`src/rtl/i2c_slave_regfile_if.sv`:
```
// I2C pin bundle between the pad ring and the register-file slave.
interface i2c_slave_regfile_if;
  logic scl;
  logic sda_in;
  logic sda_oe;

  modport slave  (input scl, input sda_in, output sda_oe);
  modport master (output scl, output sda_in, input sda_oe);
endinterface

```
`src/rtl/i2c_slave_regfile.sv`:
```
// I2C slave with an auto-incrementing pointer into a 2**PTR_W x 8 register file.
// Optional majority glitch filter on SCL/SDA: define I2C_SLAVE_GLITCH_FILTER_EN.
module i2c_slave_regfile #(
  parameter logic [6:0] SLAVE_ADDR = 7'h48,
  parameter int         PTR_W      = 5
) (
  input  logic               clk,
  input  logic               reset,
  i2c_slave_regfile_if.slave bus,
  input  logic [PTR_W-1:0]   loc_radd,
  output logic [7:0]         loc_rdata,
  input  logic               loc_w,
  input  logic [PTR_W-1:0]   loc_wadd,
  input  logic [7:0]         loc_din,
  output logic               bus_wr,
  output logic               busy
);

  localparam int DEPTH = 2**PTR_W;

  typedef enum logic [3:0] {
    IDLE, ADDR, ADDR_ACK, PTR, PTR_ACK, WDATA, WDATA_ACK, RDATA, RACK
  } state_t;

  state_t           state, state_next;
  logic [1:0]       scl_sync, sda_sync;
  logic             scl_line, sda_line, scl_q, sda_q;
  logic             scl_rise, scl_fall, start_det, stop_det;
  logic [3:0]       bit_cnt;
  logic [7:0]       shreg, rd_byte;
  logic [PTR_W-1:0] ptr;
  logic             mack, sda_oe_r, oe_next;
  logic             cnt_clr, cnt_inc, shift_in, rd_load, rd_shift;
  logic             ptr_load, ptr_inc, bus_we, mack_sample, busy_set, busy_clr;
  logic [7:0]       regs [DEPTH];

  always_ff @(posedge clk or negedge reset) begin
    if (!reset) begin
      scl_sync <= 2'b11;
      sda_sync <= 2'b11;
    end else begin
      scl_sync <= {scl_sync[0], bus.scl};
      sda_sync <= {sda_sync[0], bus.sda_in};
    end
  end

`ifdef I2C_SLAVE_GLITCH_FILTER_EN
  logic [2:0] scl_hist, sda_hist;

  always_ff @(posedge clk or negedge reset) begin
    if (!reset) begin
      scl_hist <= 3'b111;
      sda_hist <= 3'b111;
    end else begin
      scl_hist <= {scl_hist[1:0], scl_sync[1]};
      sda_hist <= {sda_hist[1:0], sda_sync[1]};
    end
  end

  assign scl_line = (scl_hist[0] & scl_hist[1]) | (scl_hist[0] & scl_hist[2]) | (scl_hist[1] & scl_hist[2]);
  assign sda_line = (sda_hist[0] & sda_hist[1]) | (sda_hist[0] & sda_hist[2]) | (sda_hist[1] & sda_hist[2]);
`else
  assign scl_line = scl_sync[1];
  assign sda_line = sda_sync[1];
`endif

  always_ff @(posedge clk or negedge reset) begin
    if (!reset) begin
      scl_q <= 1'b1;
      sda_q <= 1'b1;
    end else begin
      scl_q <= scl_line;
      sda_q <= sda_line;
    end
  end

  assign scl_rise  = scl_line & ~scl_q;
  assign scl_fall  = ~scl_line & scl_q;
  assign start_det = scl_line & scl_q & sda_q & ~sda_line;
  assign stop_det  = scl_line & scl_q & ~sda_q & sda_line;
  assign rd_byte   = regs[ptr];

  always_ff @(posedge clk or negedge reset) begin
    if (!reset) state <= IDLE;
    else        state <= state_next;
  end

  // START/STOP pre-empt everything; otherwise SDA is sampled on SCL rise and driven on SCL fall.
  always_comb begin
    state_next  = state;
    oe_next     = sda_oe_r;
    cnt_clr     = 1'b0;
    cnt_inc     = 1'b0;
    shift_in    = 1'b0;
    rd_load     = 1'b0;
    rd_shift    = 1'b0;
    ptr_load    = 1'b0;
    ptr_inc     = 1'b0;
    bus_we      = 1'b0;
    mack_sample = 1'b0;
    busy_set    = 1'b0;
    busy_clr    = 1'b0;
    if (stop_det) begin
      state_next = IDLE;
      oe_next    = 1'b0;
      busy_clr   = 1'b1;
    end else if (start_det) begin
      state_next = ADDR;
      oe_next    = 1'b0;
      cnt_clr    = 1'b1;
    end else begin
      case (state)
        ADDR, PTR, WDATA: begin
          if (scl_rise && bit_cnt != 4'd8) begin
            shift_in = 1'b1;
            cnt_inc  = 1'b1;
          end else if (scl_fall && bit_cnt == 4'd8) begin
            if (state == ADDR) begin
              if (shreg[7:1] == SLAVE_ADDR) begin
                state_next = ADDR_ACK;
                oe_next    = 1'b1;
                busy_set   = 1'b1;
              end else begin
                state_next = IDLE;
              end
            end else if (state == PTR) begin
              ptr_load   = 1'b1;
              state_next = PTR_ACK;
              oe_next    = 1'b1;
            end else begin
              bus_we     = 1'b1;
              ptr_inc    = 1'b1;
              state_next = WDATA_ACK;
              oe_next    = 1'b1;
            end
          end
        end
        ADDR_ACK: begin
          if (scl_fall) begin
            cnt_clr = 1'b1;
            if (shreg[0]) begin
              state_next = RDATA;
              rd_load    = 1'b1;
              oe_next    = ~rd_byte[7];
            end else begin
              state_next = PTR;
              oe_next    = 1'b0;
            end
          end
        end
        PTR_ACK, WDATA_ACK: begin
          if (scl_fall) begin
            state_next = WDATA;
            oe_next    = 1'b0;
            cnt_clr    = 1'b1;
          end
        end
        RDATA: begin
          if (scl_rise) begin
            cnt_inc = 1'b1;
          end else if (scl_fall) begin
            if (bit_cnt == 4'd8) begin
              state_next = RACK;
              oe_next    = 1'b0;
              ptr_inc    = 1'b1;
            end else begin
              rd_shift = 1'b1;
              oe_next  = ~shreg[6];
            end
          end
        end
        RACK: begin
          if (scl_rise) begin
            mack_sample = 1'b1;
          end else if (scl_fall) begin
            if (!mack) begin
              state_next = RDATA;
              rd_load    = 1'b1;
              oe_next    = ~rd_byte[7];
              cnt_clr    = 1'b1;
            end else begin
              state_next = IDLE;
              oe_next    = 1'b0;
            end
          end
        end
        default: ;
      endcase
    end
  end

  // Local write is issued first so a same-address bus write overrides it.
  always_ff @(posedge clk or negedge reset) begin
    if (!reset) begin
      bit_cnt   <= 4'd0;
      shreg     <= 8'h00;
      ptr       <= '0;
      mack      <= 1'b1;
      sda_oe_r  <= 1'b0;
      busy      <= 1'b0;
      bus_wr    <= 1'b0;
      loc_rdata <= 8'h00;
      for (int i = 0; i < DEPTH; i++) regs[i] <= 8'h00;
    end else begin
      sda_oe_r <= oe_next;
      bus_wr   <= bus_we;
      if (busy_set)      busy <= 1'b1;
      else if (busy_clr) busy <= 1'b0;
      if (cnt_clr)      bit_cnt <= 4'd0;
      else if (cnt_inc) bit_cnt <= bit_cnt + 4'd1;
      if (shift_in)      shreg <= {shreg[6:0], sda_line};
      else if (rd_load)  shreg <= rd_byte;
      else if (rd_shift) shreg <= {shreg[6:0], 1'b0};
      if (ptr_load)     ptr <= shreg[PTR_W-1:0];
      else if (ptr_inc) ptr <= ptr + PTR_W'(1);
      if (mack_sample) mack <= sda_line;
      if (loc_w)  regs[loc_wadd] <= loc_din;
      if (bus_we) regs[ptr] <= shreg;
      loc_rdata <= regs[loc_radd];
    end
  end

  assign bus.sda_oe = sda_oe_r;

endmodule

```
`src/flat_wrapper.sv`:
```
// flat-port wrapper written by rule: the top's interface ports become plain ports
module i2c_slave_regfile_flat 
#(
  parameter logic [6:0] SLAVE_ADDR = 7'h48,
  parameter int         PTR_W      = 5
)
  (clk, reset, loc_radd, loc_rdata, loc_w, loc_wadd, loc_din, bus_wr, busy, bus_scl, bus_sda_in, bus_sda_oe);
  i2c_slave_regfile_if bus_i ();
  input  logic clk;
  input  logic reset;
  input  logic [PTR_W-1:0] loc_radd;
  output logic [7:0] loc_rdata;
  input  logic loc_w;
  input  logic [PTR_W-1:0] loc_wadd;
  input  logic [7:0] loc_din;
  output logic bus_wr;
  output logic busy;
  input wire logic [$bits(bus_i.scl)-1:0] bus_scl;
  input wire logic [$bits(bus_i.sda_in)-1:0] bus_sda_in;
  output wire logic [$bits(bus_i.sda_oe)-1:0] bus_sda_oe;
  assign bus_i.scl = bus_scl;
  assign bus_i.sda_in = bus_sda_in;
  assign bus_sda_oe = bus_i.sda_oe;
  i2c_slave_regfile #(.SLAVE_ADDR(SLAVE_ADDR), .PTR_W(PTR_W)) u_core (.clk(clk), .reset(reset), .bus(bus_i), .loc_radd(loc_radd), .loc_rdata(loc_rdata), .loc_w(loc_w), .loc_wadd(loc_wadd), .loc_din(loc_din), .bus_wr(bus_wr), .busy(busy));
endmodule
```
`config.mk`:
```
export PLATFORM = sky130hd
export DESIGN_NAME = i2c_slave_regfile_flat
export DESIGN_NICKNAME = d
export VERILOG_FILES = /design/src/rtl/i2c_slave_regfile_if.sv /design/src/rtl/i2c_slave_regfile.sv /design/src/flat_wrapper.sv
export SDC_FILE = /design/constraint.sdc
export NUM_CORES = 1
export LEC_CHECK = 0
export ABC_AREA = 0
export CORE_UTILIZATION = 60
export DETAILED_ROUTE_END_ITERATION = 12
export PLACE_DENSITY = 0.81
export SYNTH_ARGS = -nofsm -noshare
export SYNTH_HDL_FRONTEND = slang
export SYNTH_SLANG_ARGS = --single-unit
```
`constraint.sdc`:
```
create_clock -name clk -period 5.3 [get_ports clk]
set_input_delay 0.53 -clock clk [delete_from_list [all_inputs] [get_ports clk]]
set_output_delay 0.53 -clock clk [all_outputs]
set_load 0.005 [all_outputs]
```
==> results.sh, run 1 <==
export IMPL_dieArea_sq_mm=0.0309
export IMPL_h_tree_depth=2
export IMPL_p_per_area_mw_per_mm2=378
export IMPL_yosysWarnings=0
export IMPL_cts_tree="built"
export IMPL_critPathMaxStageDelay_ns=1.00
export IMPL_drt_iter0_drc=1965
export IMPL_gp_congestion=1.05
export IMPL_finalNetCount=1654
export IMPL_fp_coreArea_sq_mm=0.0297
export IMPL_grt_start_max_net_pins=128
export IMPL_antenna_found_initial=0
export IMPL_synth_edff_count=0
export IMPL_viasPerCell=7.11
export IMPL_syn_area_sq_mm=0.0181
export IMPL_syn_avg_cell_area_sq_um=10.7
export IMPL_layout_drive_gt1_share_pct=16.4
export IMPL_netSwitchingFraction_pct=33.2
export IMPL_synth_seq_area_share_pct=40.7
export IMPL_clkPwrFrac_pct=31.6
export IMPL_path_class="reg2reg"
export IMPL_cts_hold_buf=0
export IMPL_slew_viol_final=0
export IMPL_syn_nets=1722
export IMPL_r2r_slack_ns=2.00
export IMPL_postCtsResizedCells=0
export IMPL_yosysTopAreaCell="dfrtp_1"
export IMPL_post_cts_setup_buffers=0
export IMPL_finalSetupTns_ns=0
export IMPL_clockBufferDepth=3
export IMPL_period_minus_slack_ns=3.30
export IMPL_arrival_ns=3.67
export IMPL_max_slew_margin_pct=8.30
export IMPL_clk_latency_ns=0.52
export IMPL_fin_crit_sh_pct=62.3
export IMPL_crit_buf_inv=2
export IMPL_hold_slack_ns=0.0466
export IMPL_ys_ff_latch=295
export IMPL_rsz0062_at_grt="no"
export IMPL_ant_nets=0
export IMPL_async_flop_share_pct=100
export IMPL_antenna_cells=0
export IMPL_grt_usage_pct=35.8
export IMPL_synth_ff_type="dfrtp_1"
export IMPL_io_buffers=33
export IMPL_setup_violations=0
export IMPL_grt_ovfl_total=0
export IMPL_fin_area_sq_mm=0.0196
export IMPL_post_dp_hpwl_um=35600
export IMPL_vias=14500
export IMPL_dpl_cell_area_sq_mm=0.0185
export IMPL_sequentialPowerShare_pct=45.2
export IMPL_slowest_stage="nor4_4"
export IMPL_io_pins=34
export IMPL_synthCells=1693
export IMPL_finalHoldViolCount=0
export IMPL_die_y_um=176
export IMPL_crit_required_ns=5.66
export IMPL_grt_pass1_vias=13800
export IMPL_tightest_slew_ns=1.37
export IMPL_synthTopCellsByArea="dfrtp_1 (40%), mux4_2 (17%), mux2i_1 (15%)"
export IMPL_yosys_area_top_type_share_pct=39.7
export IMPL_startpoint_type="flip-flop"
export IMPL_switchingPower_uw=2460
export IMPL_power_leakage_uw=0.00760
export IMPL_start_util_pct=61.0
export IMPL_drc=0
export IMPL_vdd_drop_max_mv=0.235
export IMPL_crit_path_end_kind="flip-flop"
export IMPL_outcome="completed"
export IMPL_power_frac_comb_pct=23.3
export IMPL_cpLargestDelayFamily="simple AND/OR/NAND/NOR gates"
export IMPL_fmax_mhz=303
export IMPL_cap_violations=0
export IMPL_numClockSinks=295
export IMPL_syn_to_final_growth_pct=7.84
export IMPL_path_cells="inv_1, ha_1, nand3b_1, nor4_4, buf_4, nand3_1, nor2_1, a21oi_1"
export IMPL_wl_um=53500
export IMPL_dieWidth_um=176
export IMPL_cts_made_buffers=34
export IMPL_crit_fanout=17
export IMPL_clkTransAtPathRegs_ns=0.06
export IMPL_internal_power_uw=4940
export IMPL_grt_pass1_wl_um=83700
export IMPL_hold_path_class="in2async"
export IMPL_avgRoutedWirePerCell_um=26.3
export IMPL_drt_pass1_iterations=7
export IMPL_fin_worst_skew_ns=0.0152
export IMPL_ys_types=67
export IMPL_cts_root_buf="clkbuf_16"
export IMPL_num_rows=63
[final timing paths]
kind | startpoint | endpoint | cells past startpoint
max | u_core.bit_cnt[0] | u_core.regs[95] | 8
min | reset | u_core.regs[126] | 1
max reg2reg | u_core.bit_cnt[0] | u_core.regs[95] | 8
min reg2reg | u_core.sda_sync[0] | u_core.sda_sync[1] | 0
max in group asynchronous | reset | u_core.regs[235] | 2
min in group clk | u_core.sda_sync[0] | u_core.sda_sync[1] | 0
[routing by layer]
layer / share of wire [%] / global-route usage (%)
met5: 0 / 0
met3: 13 / 8.18
met1: 38 / 50.8
met2: 45 / 53.4
met4: 4.9 / 15.0
[worst reg2reg max path, cell delays in order (launching register included)]
cell	delay, ns
dfrtp_1	0.42
inv_1	0.08
ha_1	0.17
nand3b_1	0.21
nor4_4	1.00
buf_4	0.38
nand3_1	0.55
nor2_1	0.31
a21oi_1	0.06
[synth_stat cells (all sizes together), types with 3 or more instances]
cell and number:
a2111oi 3, a211oi 4, a21oi 272, a22oi 7
and2 5, and3 6, buf 40, clkbuf 115
dfrtp 288, dfstp 7, ha 6, inv 10
mux2 12, mux2i 274, mux4 138, nand2 46
nand2b 10, nand3 46, nand3b 6, nand4 4
nor2 291, nor2b 9, nor3 6, nor3b 7
o21ai 16, o221a 6, o221ai 3, o22ai 3
or2 6, or3b 4, xor2 3
[power by group through the flow]
stage | Combinational (uW) | Sequential [uW] | Clock [uW]
3_3_place_gp | 1620 | 3300 | 0
2_1_floorplan | 1360 | 2960 | 0
6_report | 1720 | 3340 | 2340
4_1_cts | 1690 | 3300 | 2350
5_1_grt | 1850 | 3380 | 2430
3_5_place_dp | 1680 | 3330 | 0
[placed cells by master (no fill, tap or decap), drive strengths merged, types with 16 or more instances in the layout]
cell type,count
mux2i,274
o21ai,16
clkdlybuf4s50,26
mux4,138
nand3,46
dfrtp,288
buf,25
clkbuf,51
nand2,46
a21oi,272
nor2,291
[layout make-up]
type                       instances  area [sq um]
clock buffer                      51          1040
fill                            2228         10200
multi-input combinational       1233         10100
timing repair buffer              51           455
sequential                       295          7400
inverter                          10          37.5
tap                              390           488
clock inverter                     5          60.1
[cell families (layout without fill, tap and decap cells)]
kind of cell	Yosys count	count (layout)	share of synthesized area (%)
buffers and inverters	165	117	3.68
DFF	295	295	40.7
and+or+nand+nor	457	457	11.3
muxes	424	424	33.0
AOI/OAI and AO/OA	342	342	10.7
adders and majority gates	6	6	0.414
xor gates and xnor gates	4	4	0.193
[flip-flops by register name, summed over array words and instances (netlist names)]
| name | count |
|---|---|
| u_core.bit_cnt | 4 |
| u_core.bus.sda_oe | 1 |
| u_core.bus_wr | 1 |
| u_core.busy | 1 |
| u_core.loc_rdata | 8 |
| u_core.mack | 1 |
| u_core.ptr | 5 |
| u_core.regs | 256 |
| u_core.scl_q | 1 |
| u_core.scl_sync | 2 |
| u_core.sda_q | 1 |
| u_core.sda_sync | 2 |
| u_core.shreg | 8 |
| u_core.state | 4 |
[stage by stage]
| stage | instances | setup slack (ns) | power, uW | util, % |
|---|---|---|---|---|
| 6_report | 2035 | 2.00 | 7400 | 65.8 |
| 4_1_cts | 2035 | 2.07 | 7330 | 65.8 |
| 5_1_grt | 2035 | 1.78 | 7660 | 65.8 |
| 2_1_floorplan | 1693 | 2.90 | 4310 | - |
| 3_5_place_dp | 1979 | 2.05 | 5010 | 62.1 |
| 3_3_place_gp | 1979 | 2.11 | 4920 | 62.1 |
No activity file was read; power rests on OpenSTA's default activity.
==> run 2: changes to the inputs <==
clock period = 3.2 ns   (was 5.3 ns; I/O delays follow)
==> results.sh, run 2 (same netlist as run 1, synthesis figures left out) <==
export IMPL_startpoint_type="flip-flop"
export IMPL_seqCellArea_sq_mm=0.00740
export IMPL_numClockSinks=295
export IMPL_cts_root_buf="clkbuf_16"
export IMPL_crit_required_ns=3.62
export IMPL_largest_register_ffs=256
export IMPL_clk_latency_ns=0.57
export IMPL_period_minus_slack_ns=2.80
export IMPL_clockBufferDepth=3
export IMPL_syn_to_final_growth_pct=10.3
export IMPL_vdd_drop_max_mv=0.500
export IMPL_vias=14500
export IMPL_fin_crit_sh_pct=87.6
export IMPL_final_setup_worst_slack_ns=0.396
export IMPL_drt_iter0_drc=1945
export IMPL_layout_drive_gt1_share_pct=18.8
export IMPL_start_util_pct=61.0
export IMPL_reg_top3="u_core.regs x256, u_core.loc_rdata x8, u_core.shreg x8"
export IMPL_nFillCells=2214
export IMPL_gp_congestion=1.06
export IMPL_grt_pass1_wl_um=86300
export IMPL_post_dp_hpwl_um=37600
export IMPL_avgRoutedWirePerCell_um=26.6
export IMPL_grt_usage_pct=37.2
export IMPL_pre_cts_slack_ns=0.553
export IMPL_outcome="completed"
export IMPL_viasPerCell=6.93
export IMPL_fp_coreArea_sq_mm=0.0297
export IMPL_rsz0062_at_grt="no"
export IMPL_worstHoldStart="bus_scl"
export IMPL_finalSetupTns_ns=0
export IMPL_dieArea_sq_mm=0.0309
export IMPL_finalHoldViolCount=0
export IMPL_hold_slack_ns=0.168
export IMPL_finalNetCount=1712
export IMPL_setup_violations=0
export IMPL_arrival_ns=3.22
export IMPL_tightest_slew_ns=1.06
export IMPL_final_util_pct=67.3
export IMPL_drt_pass1_iterations=8
export IMPL_hold_path_class="in2reg"
export IMPL_antenna_found_initial=0
export IMPL_ant_nets=0
export IMPL_critPathMaxStageDelay_ns=0.71
export IMPL_cp_startpoint="u_core.ptr[0]"
export IMPL_slowest_stage="dfrtp_4"
export IMPL_drc=0
export IMPL_dieWidth_um=176
export IMPL_layout_common_cells="dfrtp_1 (286), nor2_1 (282), mux2i_1 (274), a21oi_1 (272), mux4_2 (138)"
export IMPL_cts_tree="built"
export IMPL_fin_worst_skew_ns=0.0141
export IMPL_multi_input_area_sq_mm=0.0101
export IMPL_crit_path_end_kind="flip-flop"
export IMPL_grt_start_max_net_pins=76
export IMPL_p_per_area_mw_per_mm2=604
export IMPL_wl_um=55700
export IMPL_grt_ovfl_total=0
export IMPL_die_y_um=176
export IMPL_fmax_mhz=357
export IMPL_cap_violations=0
export IMPL_grt_pass1_vias=14300
export IMPL_power_uw=12100
export IMPL_max_slew_margin_pct=28.7
export IMPL_crit_reg2reg_launch="u_core.ptr[0]"
export IMPL_path_cells="buf_12, inv_1, ha_1, nand3_1, nor2_1, a21oi_1"
export IMPL_path_class="reg2reg"
export IMPL_io_pins=34
export IMPL_clkTransAtPathRegs_ns=0.06
export IMPL_io_buffers=33
export IMPL_crit_fanout=26
export IMPL_h_tree_depth=1
export IMPL_final_common_cell="dfrtp_1"
export IMPL_regMostFlops="u_core.regs"
export IMPL_slew_viol_final=0
export IMPL_power_leakage_uw=0.00787
export IMPL_num_rows=63
export IMPL_cts_made_buffers=31
-- run 2: cell types whose count changed in the layout (fill, tap and decap cells not counted), moves of 2 or more --
cell,delta
buf_4,+53
buf_12,+7
clkinv_2,+6
buf_2,-4
clkbuf_16,-4
clkdlybuf4s50_1,+4
dfrtp_1,+4
dfrtp_2,-4
clkbuf_8,-3
diode_2,+2
-- run 2: area by class of cell --
type	instances	share of cell area, %
Multi-Input combinational cell	1233	50.4
Sequential cell	295	37.0
Timing Repair Buffer	112	5.12
Clock buffer	45	4.49
Tap cell	390	2.44
Clock inverter	10	0.394
Inverter	10	0.188
Antenna cell	2	0.0250
-- run 2: routing by layer --
layer / global-route usage [%] / vias up / part of all wire [%]
li1: - / 6193 / -
met1: 52.5 / 7174 / 38
met2: 54.4 / 994 / 44
met3: 10.4 / 165 / 14
met4: 15.5 / 0 / 4.9
met5: 0.801 / - / 0
-- run 2: path summary, 6_finish.rpt --
path	slack (ns)	end	depth (start not counted)
worst max-delay path	0.40	u_core.regs[153]	6
worst min-delay path	0.17	u_core.scl_sync[0]	1
worst min register to register	0.36	u_core.sda_sync[1]	0
max in group asynchronous	2.01	u_core.regs[165]	3
min in group asynchronous	0.30	u_core.regs[116]	2
worst max register to register	0.40	u_core.regs[153]	6
-- run 2: timing repair --
| item | 4_1_cts | 5_1_grt |
|---|---|---|
| buffers inserted | 0 | 0 |
| gates resized for setup | 0 | 0 |
| hold buffers | 1 | 0 |
| endpoints found under the hold margin | 63 | 0 |
-- run 2: metrics by stage --
step                      instance area (sq um)  cells
after floorplan                           18100   1693
after global placement                    19000   2039
after detailed placement                  19000   2039
after CTS                                 20000   2095
after global routing                      20000   2095
final                                     20000   2097
-- run 2: worst max-delay path: cells and delay by family (launching register included) --
| family | cells | cell delay, ns |
|---|---|---|
| flip-flops | 1 | 0.71 |
| buffers and inverters | 2 | 0.38 |
| AO/OA/AOI/OAI | 1 | 0.06 |
| AND/OR/NAND/NOR | 2 | 0.89 |
| adder cells (fa/ha/maj) | 1 | 0.60 |
-- run 2: report_power, final --
| group | internal, uW | leakage, uW | switching (uW) |
|---|---|---|---|
| clock network | 2010 | 0.000490 | 1510 |
| registers | 4480 | 0.00311 | 776 |
| logic | 1450 | 0.00427 | 1860 |
| total | 7930 | 0.00787 | 4150 |
==> run 3: changes to the inputs <==
GPL_ROUTABILITY_DRIVEN = 0   (was default)
==> results.sh, run 3 (same netlist as run 1, synthesis figures left out) <==
export IMPL_outcome="completed"
export IMPL_grt_ovfl_total=0
export IMPL_fin_worst_skew_ns=0.0167
export IMPL_dieArea_sq_mm=0.0309
export IMPL_grt_usage_pct=36.9
export IMPL_finalSetupTns_ns=0
export IMPL_setup_violations=0
export IMPL_ant_nets=0
export IMPL_slew_viol_final=0
export IMPL_layout_common_cells="dfrtp_1 (286), nor2_1 (282), mux2i_1 (274), a21oi_1 (272), mux4_2 (138)"
export IMPL_drt_pass1_iterations=7
export IMPL_cts_root_buf="clkbuf_16"
export IMPL_vias=14700
export IMPL_cts_tree="built"
export IMPL_grt_start_max_net_pins=83
export IMPL_startpoint_type="flip-flop"
export IMPL_antenna_cells=0
export IMPL_power_leakage_uw=0.00788
export IMPL_io_pins=34
export IMPL_dpl_cell_area_sq_mm=0.0189
export IMPL_p_per_area_mw_per_mm2=627
export IMPL_crit_fanout=23
export IMPL_holdPathEnd="u_core.scl_sync[0]"
export IMPL_fin_crit_sh_pct=92.5
export IMPL_r2r_slack_ns=0.24
export IMPL_clockBufferDepth=3
export IMPL_fmax_mhz=338
export IMPL_fp_coreArea_sq_mm=0.0297
export IMPL_worstHoldStart="bus_scl"
export IMPL_max_slew_margin_pct=27.3
export IMPL_grt_pass1_wl_um=85900
export IMPL_crit_required_ns=3.56
export IMPL_min_delay_path_depth=1
export IMPL_period_minus_slack_ns=2.96
export IMPL_viasPerCell=7.04
export IMPL_layout_drive_gt1_share_pct=18.4
export IMPL_syn_to_final_growth_pct=10.5
export IMPL_drt_iter0_drc=2305
export IMPL_power_uw=12600
export IMPL_cts_hold_buf=1
export IMPL_start_util_pct=61.0
export IMPL_numClockSinks=295
export IMPL_wl_um=55600
export IMPL_hold_path_class="in2reg"
export IMPL_finalHoldViolCount=0
export IMPL_finalNetCount=1704
export IMPL_cts_made_buffers=34
export IMPL_postCtsResizedCells=0
export IMPL_cap_violations=0
export IMPL_drc=0
export IMPL_h_tree_depth=2
export IMPL_rsz0062_at_grt="no"
export IMPL_tightest_slew_ns=1.08
export IMPL_grt_pass1_vias=14300
export IMPL_arrival_ns=3.32
export IMPL_num_rows=63
export IMPL_regMostFlops="u_core.regs"
export IMPL_fin_area_sq_mm=0.0200
export IMPL_nFillCells=2131
export IMPL_post_dp_hpwl_um=36400
export IMPL_final_common_cell="dfrtp_1"
export IMPL_path_class="reg2reg"
export IMPL_reg_top3="u_core.regs x256, u_core.loc_rdata x8, u_core.shreg x8"
export IMPL_io_buffers=33
export IMPL_avgRoutedWirePerCell_um=26.6
export IMPL_r2r_worst_path_cells=4
export IMPL_die_y_um=176
export IMPL_crit_reg2reg_launch="u_core.ptr[2]"
export IMPL_clk_latency_ns=0.52
export IMPL_antenna_found_initial=0
export IMPL_vdd_drop_max_mv=0.455
export IMPL_post_cts_setup_buffers=0
export IMPL_largest_register_ffs=256
export IMPL_clkTransAtPathRegs_ns=0.06
export IMPL_crit_path_end_kind="flip-flop"
export IMPL_dieWidth_um=176
export IMPL_r2r_end="u_core.regs[235]"
[run 3: cell count changes in the layout (fill, tap and decap cells not counted)]
cell / before / now
clkbuf_1: 7 / 6
clkbuf_8: 7 / 5
buf_4: 71 / 62
inv_6: 0 / 1
clkinv_4: 1 / 0
bufinv_16: 1 / 4
buf_12: 8 / 6
clkbuf_16: 31 / 35
clkinv_2: 8 / 7
diode_2: 2 / 0
[run 3: layout make-up]
type	count	area, sq um	share of cell area (%)
multi-input combinational	1233	10100	50.3
sequential	295	7400	36.9
clock buffer	46	967	4.82
timing repair buffer	101	916	4.57
tap	390	488	2.43
clock inverter	12	164	0.818
inverter	10	37.5	0.187
[run 3: per-stage QoR]
step                setup WS, ns  utilization [%]  std cells  hold slack [ns]
floorplan                  0.995                -       1693           0.0244
global route               0.127             67.5       2087            0.233
finish                     0.239             67.5       2087            0.232
CTS                        0.431             67.5       2087            0.233
global placement           0.554             63.6       2028            0.350
detailed placement         0.504             63.6       2028            0.349
[run 3: how the worst max path moves through the flow]
stage | end | depth (start not counted) | start
5_1_grt | u_core.regs[235] | 4 | u_core.ptr[2]
2_1_floorplan | u_core.shreg[4] | 7 | u_core.ptr[0]
6_report | u_core.regs[235] | 4 | u_core.ptr[2]
3_5_place_dp | u_core.regs[209] | 5 | u_core.ptr[0]
4_1_cts | u_core.regs[235] | 8 | u_core.bit_cnt[0]
3_3_place_gp | u_core.regs[55] | 5 | u_core.ptr[0]
[run 3: routing by layer]
layer  global-route usage [%]  share of wire [%]  vias up
met1                     49.8                 37     7162
met5                     1.12              0.081        -
met2                     53.3                 43     1089
met4                     19.6                6.6        2
li1                         -                  -     6176
met3                     11.6                 14      266
[run 3: worst max-delay path, stage by stage, from the launching register on]
cell and delay (ns):
dfrtp_1 0.67, nor3_1 0.99, nand3_1 0.69, nor2_1 0.36
a21oi_1 0.08
[run 3: report_power, final]
| part | switching (uW) | internal, uW | leakage, uW |
|---|---|---|---|
| Clock | 1570 | 2440 | 0.000563 |
| Combinational | 1870 | 1450 | 0.00421 |
| Sequential | 777 | 4480 | 0.00311 |
| Total | 4210 | 8360 | 0.00788 |
